<file path="src/rtl/approx_mult_err_accum.sv">
// approx_mult_err_accum: error-metric accumulator for an approximate multiplier; optional ERR_SIGNED_SUM_EN adds signed sum output sum_ed
module approx_mult_err_accum #(
  parameter int W         = 16,
  parameter int N_SAMPLES = 10000,
  parameter int CNT_W     = 14,
  parameter int SUM_W     = 30
) (
  input  logic             clk,
  input  logic             rst_n,
  input  logic             start,
  input  logic             in_valid,
  output logic             in_ready,
  input  logic [W-1:0]     exact,
  input  logic [W-1:0]     apprx,
  output logic             busy,
  output logic             done,
  output logic [CNT_W-1:0] sample_count,
  output logic [CNT_W-1:0] err_count,
  output logic [SUM_W-1:0] sum_abs_ed,
  output logic [W-1:0]     max_ed
`ifdef ERR_SIGNED_SUM_EN
  ,
  output logic [SUM_W:0]   sum_ed
`endif
);
  typedef enum logic [1:0] {IDLE, RUN, DRAIN, DONE} state_t;
  state_t           state_q, state_d;
  logic             in_ready_q, in_ready_d, busy_q, busy_d, done_q, done_d, drain_q, drain_d;
  logic [CNT_W-1:0] acc_q, acc_d, smp_q, smp_d, err_q, err_d;
  logic [SUM_W-1:0] sum_q, sum_d;
  logic [W-1:0]     max_q, max_d, abs_q, abs_d;
  logic             neq_q, neq_d, s1v_q, s1v_d;
  logic             xfer, clr;
`ifdef ERR_SIGNED_SUM_EN
  logic [W:0]       sd_q, sd_d;
  logic [SUM_W:0]   sed_q, sed_d;
  assign sum_ed = sed_q;
`endif
  assign xfer = in_valid & in_ready_q;
  assign clr  = start & (state_q == IDLE || state_q == DONE);
  assign in_ready     = in_ready_q;
  assign busy         = busy_q;
  assign done         = done_q;
  assign sample_count = smp_q;
  assign err_count    = err_q;
  assign sum_abs_ed   = sum_q;
  assign max_ed       = max_q;
  // Next state, registered status outputs, stage-1 capture and stage-2 accumulation
  always_comb begin
    state_d    = clr ? RUN
               : (state_q == RUN && xfer && acc_q == CNT_W'(N_SAMPLES - 1)) ? DRAIN
               : (state_q == DRAIN && drain_q) ? DONE : state_q;
    drain_d    = (state_q == DRAIN) & ~drain_q;
    in_ready_d = state_d == RUN;
    busy_d     = state_d == RUN || state_d == DRAIN;
    done_d     = state_d == DONE;
    acc_d      = clr ? '0 : acc_q + CNT_W'(xfer);
    abs_d      = exact > apprx ? exact - apprx : apprx - exact;
    neq_d      = exact != apprx;
    s1v_d      = xfer & ~clr;
    smp_d      = clr ? '0 : smp_q + CNT_W'(s1v_q);
    err_d      = clr ? '0 : err_q + CNT_W'(s1v_q & neq_q);
    sum_d      = clr ? '0 : s1v_q ? sum_q + SUM_W'(abs_q) : sum_q;
    max_d      = clr ? '0 : (s1v_q && abs_q > max_q) ? abs_q : max_q;
`ifdef ERR_SIGNED_SUM_EN
    sd_d       = {1'b0, exact} - {1'b0, apprx};
    sed_d      = clr ? '0 : s1v_q ? sed_q + {{(SUM_W - W){sd_q[W]}}, sd_q} : sed_q;
`endif
  end
  // Single state register for FSM, pipeline and accumulators; async reset discards everything
  always_ff @(posedge clk or negedge rst_n) begin
    if (!rst_n) begin
      state_q    <= IDLE;
      drain_q    <= 1'b0;
      in_ready_q <= 1'b0;
      busy_q     <= 1'b0;
      done_q     <= 1'b0;
      acc_q      <= '0;
      abs_q      <= '0;
      neq_q      <= 1'b0;
      s1v_q      <= 1'b0;
      smp_q      <= '0;
      err_q      <= '0;
      sum_q      <= '0;
      max_q      <= '0;
`ifdef ERR_SIGNED_SUM_EN
      sd_q       <= '0;
      sed_q      <= '0;
`endif
    end else begin
      state_q    <= state_d;
      drain_q    <= drain_d;
      in_ready_q <= in_ready_d;
      busy_q     <= busy_d;
      done_q     <= done_d;
      acc_q      <= acc_d;
      abs_q      <= abs_d;
      neq_q      <= neq_d;
      s1v_q      <= s1v_d;
      smp_q      <= smp_d;
      err_q      <= err_d;
      sum_q      <= sum_d;
      max_q      <= max_d;
`ifdef ERR_SIGNED_SUM_EN
      sd_q       <= sd_d;
      sed_q      <= sed_d;
`endif
    end
  end
endmodule

</file>
<file path="config.mk">
export PLATFORM = sky130hd
export DESIGN_NAME = approx_mult_err_accum
export DESIGN_NICKNAME = d
export VERILOG_FILES = /design/src/rtl/approx_mult_err_accum.sv
export SDC_FILE = /design/constraint.sdc
export NUM_CORES = 1
export LEC_CHECK = 0
export ABC_AREA = 1
export ABC_CLOCK_PERIOD_IN_PS = 4300
export CAP_MARGIN = 20
export CORE_UTILIZATION = 50
export CTS_CLUSTER_DIAMETER = 100
export DETAILED_ROUTE_END_ITERATION = 8
export DONT_BUFFER_PORTS = 1
export MAX_ROUTING_LAYER = met4
export PLACE_DENSITY_LB_ADDON = 0.2
export SLEW_MARGIN = 20
export SYNTH_ARGS = -nofsm -noshare
export SYNTH_HDL_FRONTEND = slang
export SYNTH_SLANG_ARGS = --single-unit
</file>
<file path="constraint.sdc">
create_clock -name clk -period 4.3 [get_ports clk]
set_input_delay 0.645 -clock clk [delete_from_list [all_inputs] [get_ports clk]]
set_output_delay 0.645 -clock clk [all_outputs]
set_load 0.01 [all_outputs]
</file>
# Yosys cells after proc, flatten, opt, wreduce, memory -nomap -nowiden
# Index checks and enable logic that the tools add are counted.
[classes] n_addsub=6 n_mux=11 n_eq_ne=8 n_lt_le_gt_ge=2 n_bitwise=7 n_reduce_logical=9
[ops] operator="30-bit two-way mux" n=2
[ops] operator="16-bit two-way mux" n=3
[ops] operator="14-bit by 1-bit adder with 14-bit output" n=3
[ops] operator="14-bit two-way mux" n=3
[ops] operator="16-bit greater-than comparator" n=2
[ops] operator="16-bit subtractor" n=2
[ops] operator="30-bit by 16-bit adder with 30-bit output" n=1
[ops] operator="16-bit inequality test" n=1
[ops] operator="14-bit == test, second input constant" n=1
[ops] operator="2-bit == test, second input constant" n=4
[ops] operator="2-bit two-way mux" n=3
[ops] operator="1-bit bitwise AND" n=5
[ops] operator="2-bit by 1-bit == test with 1-bit output, second input constant" n=2
[ops] operator="1-bit logical AND" n=4
[ops] operator="2-bit nonzero test" n=2
[ops] operator="2-bit logical NOT" n=1
[ops] operator="1-bit logical OR" n=2
[ops] operator="1-bit NOT" n=2
[word_totals] input_bits=36 reg_bits=112 wordCells=56 out_inout_bits=77

# Logic depth before layout (Yosys ltp)
[logic_depth] depth_word=7 ltp_mapped=16 mapped_depth_nobuf=14

# Worst setup path before layout
# No wires, ideal clock.
[synth_path] path_type="input-to-reg" start="input exact[0]" end="register abs_q[12]" path_buffers=1 arrival_ps=2054 setup_time_ps=116 required_time_ps=4184 path_stages=12 setup_slack_ps=2130 cell_sequence="inv_1 ha_1 fa_1 o21ai_2 nand2_1 nand2_2 nand2_1 nand2_2 nand2_4 buf_6 nand2_1 nand2_1"
[synth_via] elab_chain_len=2 elab_cells_between_ends=4 cone_classes="add/sub (2); order compare (1); mux (1)"
[synth_lines] element="start, declared" line_no="13" text="input logic [W-1:0] exact,"
[synth_lines] element="16-bit subtractor or 16-bit greater-than comparator (tied branches)" line_no="58" text="abs_d = exact > apprx ? exact - apprx : apprx - exact;"
[synth_lines] element="16-bit two-way mux (*)" line_no="58"
[synth_lines] element="named net abs_d[12]" line_no="31" text="logic [W-1:0] max_q, max_d, abs_q, abs_d;"
[synth_lines] element="end signal, assigned" line_no="97" text="abs_q <= abs_d;"
[synth_lines] element="end, declared" line_no="31"
# Mark *: on every way through the listed nets, which the timed path passes. The rest lies on a longest branch.
# A chain may end at the register's enable or synchronous reset.

# Worst setup path in the final report
[layout_path] start="register s1v_q" end="register max_q[11] (netlist: max_ed[11])"
[layout_via] elab_chain_len=2
[layout_lines] element="start, declared" line_no="32" text="logic neq_q, neq_d, s1v_q, s1v_d;"
[layout_lines] element="start signal, assigned" line_no="99" text="s1v_q <= s1v_d;"
[layout_lines] element="1-bit logical AND" line_no="64" text="max_d = clr ? '0 : (s1v_q && abs_q > max_q) ? abs_q : max_q;"
[layout_lines] element="2-bit nonzero test (no line)"
[layout_lines] element="end signal, assigned" line_no="103" text="max_q <= max_d;"
[layout_lines] element="end, declared" line_no="31"
# No other way between the ends.

==> impl_results.md <==
* Critical Path Start Type: flop
* CP Max Fanout at 19
* Max-cap violations at 0
* Worst hold-check path type: primary input to asynchronous set/reset pin
* DP HPWL at 15100 um
* Global-route wire length before repair at 31900 um
* Via count at 7251
* Post-CTS Setup Repair Bufs at 0
* Hold-fix buffers at CTS at 1
* I/O Pins at 113
* Rel. slew slack at 52.9%
* Largest net degree at the start of global routing at 113
* Antenna Violating Nets Remaining at 0
* Clk pwr share at 20.0%
* Worst path max stage delay at 800 ps
* Worst path slowest cell: dfrtp_1
* Period utilization at 61.3%
* Final Slew Violations at 0
* Final instance area at 8730 um2
* Fin. Hold Viols at 0
* Most frequent cells in the layout: 362 x nand2_1, 179 x inv_1, 112 x dfrtp_1
* WP data arrival at 2870 ps
* CTS tree: yes
* CP Class: flop to flop
* RSZ-0062 raised after global routing: false
* Setup TNS Final at 0 ps
* Status: finished clean
* Clock transition at path regs at 80 ps
* Yosys reg bits at 112
* Post-synth EDFFs at 0
* Total core area at 16000 um2
* H-Tree Depth at 3
* Post-synthesis sequential area ratio at 34.0%
* Share of flip-flops with an asynchronous set or reset at 100%
* Clock skew at 7.86 ps
* Worst Tran Pin Value at 706 ps
* Initial Util at 51.5%
* GPL Wtd Cong at 0.952
* Total power at 0.00441 W
* DRT Wirelength at 19200 um
* Initial antenna violation count at 0
* Post-CTS sizing at 0
* PD cells at 505 nW/um2
* Std cell rows at 46
* Syn Nets at 1305
* Crit-path cells: inv_1, nor2_2, nand2_1, nand3_1, nand2_1
* Synth Warn # at 0
* Root Buffer: clkbuf_16
* Mapped Cells at 1193
* Vias per cell at 5.17
* Fraction of layout cells with a size suffix above 1 at 3.45%
* Most common cell on crit path: nand2_1
* Worst vdd rail ir drop at 0.000202 V
* # diodes at 0
* Residual DRC count at 0
* Final setup fails at 0
* Max clock buf depth at 2
* Die width at 130 um
* Fmax at 380 MHz
* Int Pwr at 0.00244 W
* Input/output buffers at 0
* Post-route minimum period at 2630 ps
* Net Switching at 0.00197 W
* Drt first-iter violations at 444
* DRT Pass-1 Iters at 5
* Syn avg cell area at 6.91 um2
* Seq pwr share at 39.6%
* Switching Fraction at 44.7%
* Worst EP required at 4540 ps
* Ys flop type: dfrtp_1
* Synthesized area at 8240 um2
* Vias in the first global route at 6840
* CTS sink cnt at 112
* Crit path capture type: flop
* Drt wl/cell at 13.7 um
* Leakage power at 4.76 nW
* GR Overflow Total at 0
* Die H at 130 um
* Worst skew pair latency at 350 ps
* Post-synth cell types at 43
* P&R area growth vs syn at 5.86%
* Comb pwr share at 40.4%
* Total CTS buffers at 9
* Layout Utilization at 54.5%
* Fin nets at 1294
* Die area at 17000 um2
* Commonest non-fill, non-tap cell in the layout: nand2_1
* Total global-route track usage at 24.5%
* Placed cell areas at 8380 um2
## routing by layer
layer  wire (um)  GRT usage [%]
met5           0              -
met4         546           10.2
met3         909           3.83
met2        9140           41.5
met1        8600           28.9
## state kept, by name (all words and copies together) (netlist names), 2 cells and up
register,count
sum_abs_ed,30
abs_q,16
max_ed,16
acc_q,14
err_count,14
sample_count,14
state_q,2
## final cells by class
type	instances	area, um2
Fill cell	1665	7270
Tap cell	216	270
Multi-Input combinational cell	874	4620
Clock buffer	12	256
Clock inverter	4	56.3
Sequential cell	112	2800
Inverter	183	689
Timing Repair Buffer	2	35.0
## metrics by stage
step	hold slack (ps)	cells	setup slack (ps)
2_1_floorplan	349	1193	2130
3_3_place_gp	352	1386	1780
3_5_place_dp	353	1386	1720
4_1_cts	258	1403	1700
5_1_grt	280	1403	1430
6_report	224	1403	1670
## cells by family (layout without fill, tap and decap cells)
group,count (synthesis),count (layout),share of synthesized area [%]
AOI/OAI and AO/OA,150,150,9.64
xor gates and xnor gates,23,23,2.44
adders and majority gates,76,76,11.8
buffers and inverters,207,201,10.1
DFF,112,112,34.0
and+or+nand+nor,625,625,32.1
## synth_stat cells (2+ instances only)
library cell / instances / area (um2)
nand2_1: 363 / 1360
inv_1: 179 / 672
dfrtp_1: 112 / 2800
nor2_1: 105 / 394
a21oi_1: 86 / 430
nand3_1: 83 / 415
ha_1: 73 / 913
o21ai_0: 45 / 225
nor3_1: 26 / 130
nand4_1: 20 / 125
xor2_1: 17 / 149
clkbuf_1: 8 / 30.0
nand2_2: 7 / 43.8
xnor2_1: 6 / 52.6
nor4_1: 5 / 31.3
o21a_1: 5 / 37.5
buf_1: 4 / 15.0
buf_4: 4 / 30.0
buf_6: 4 / 45.0
a31oi_1: 3 / 18.8
and2_1: 3 / 18.8
buf_2: 3 / 15.0
fa_1: 3 / 60.1
o21bai_1: 3 / 22.5
inv_2: 2 / 7.51
nand2_4: 2 / 22.5
nand3b_1: 2 / 15.0
nor2_2: 2 / 12.5
nor2_4: 2 / 22.5
o21ai_1: 2 / 10.0
or2_2: 2 / 12.5
## power groups by stage
stage	Sequential, W	Combinational (W)	Clock, W
floorplan	0.00163	0.00143	0
global placement	0.00177	0.00172	0
detailed placement	0.00178	0.00176	0
CTS	0.00176	0.00179	0.000902
global route	0.00179	0.00208	0.000939
finish	0.00175	0.00178	0.000880
## critical path: cells and delay by family, from the launching register on
| family | cells | cell delay, ps |
|---|---|---|
| AND/OR/NAND/NOR | 4 | 1360 |
| buffers and inverters | 1 | 360 |
| flip-flops | 1 | 800 |
## worst paths after layout
kind	cells after the start	startpoint	slack, ps	endpoint
min in group clk	1	drain_q$_DFF_PN0_	450	drain_q$_DFF_PN0_
max in group asynchronous	1	rst_n	3650	abs_q[5]$_DFF_PN0_
hold / removal	1	rst_n	220	acc_q[2]$_DFF_PN0_
setup reg to reg	5	s1v_q$_DFF_PN0_	1670	max_ed[11]$_DFFE_PN0P_
setup / recovery	5	s1v_q$_DFF_PN0_	1670	max_ed[11]$_DFFE_PN0P_
hold reg to reg	1	drain_q$_DFF_PN0_	450	drain_q$_DFF_PN0_
Note: power is estimated with default switching activity, not from simulation.
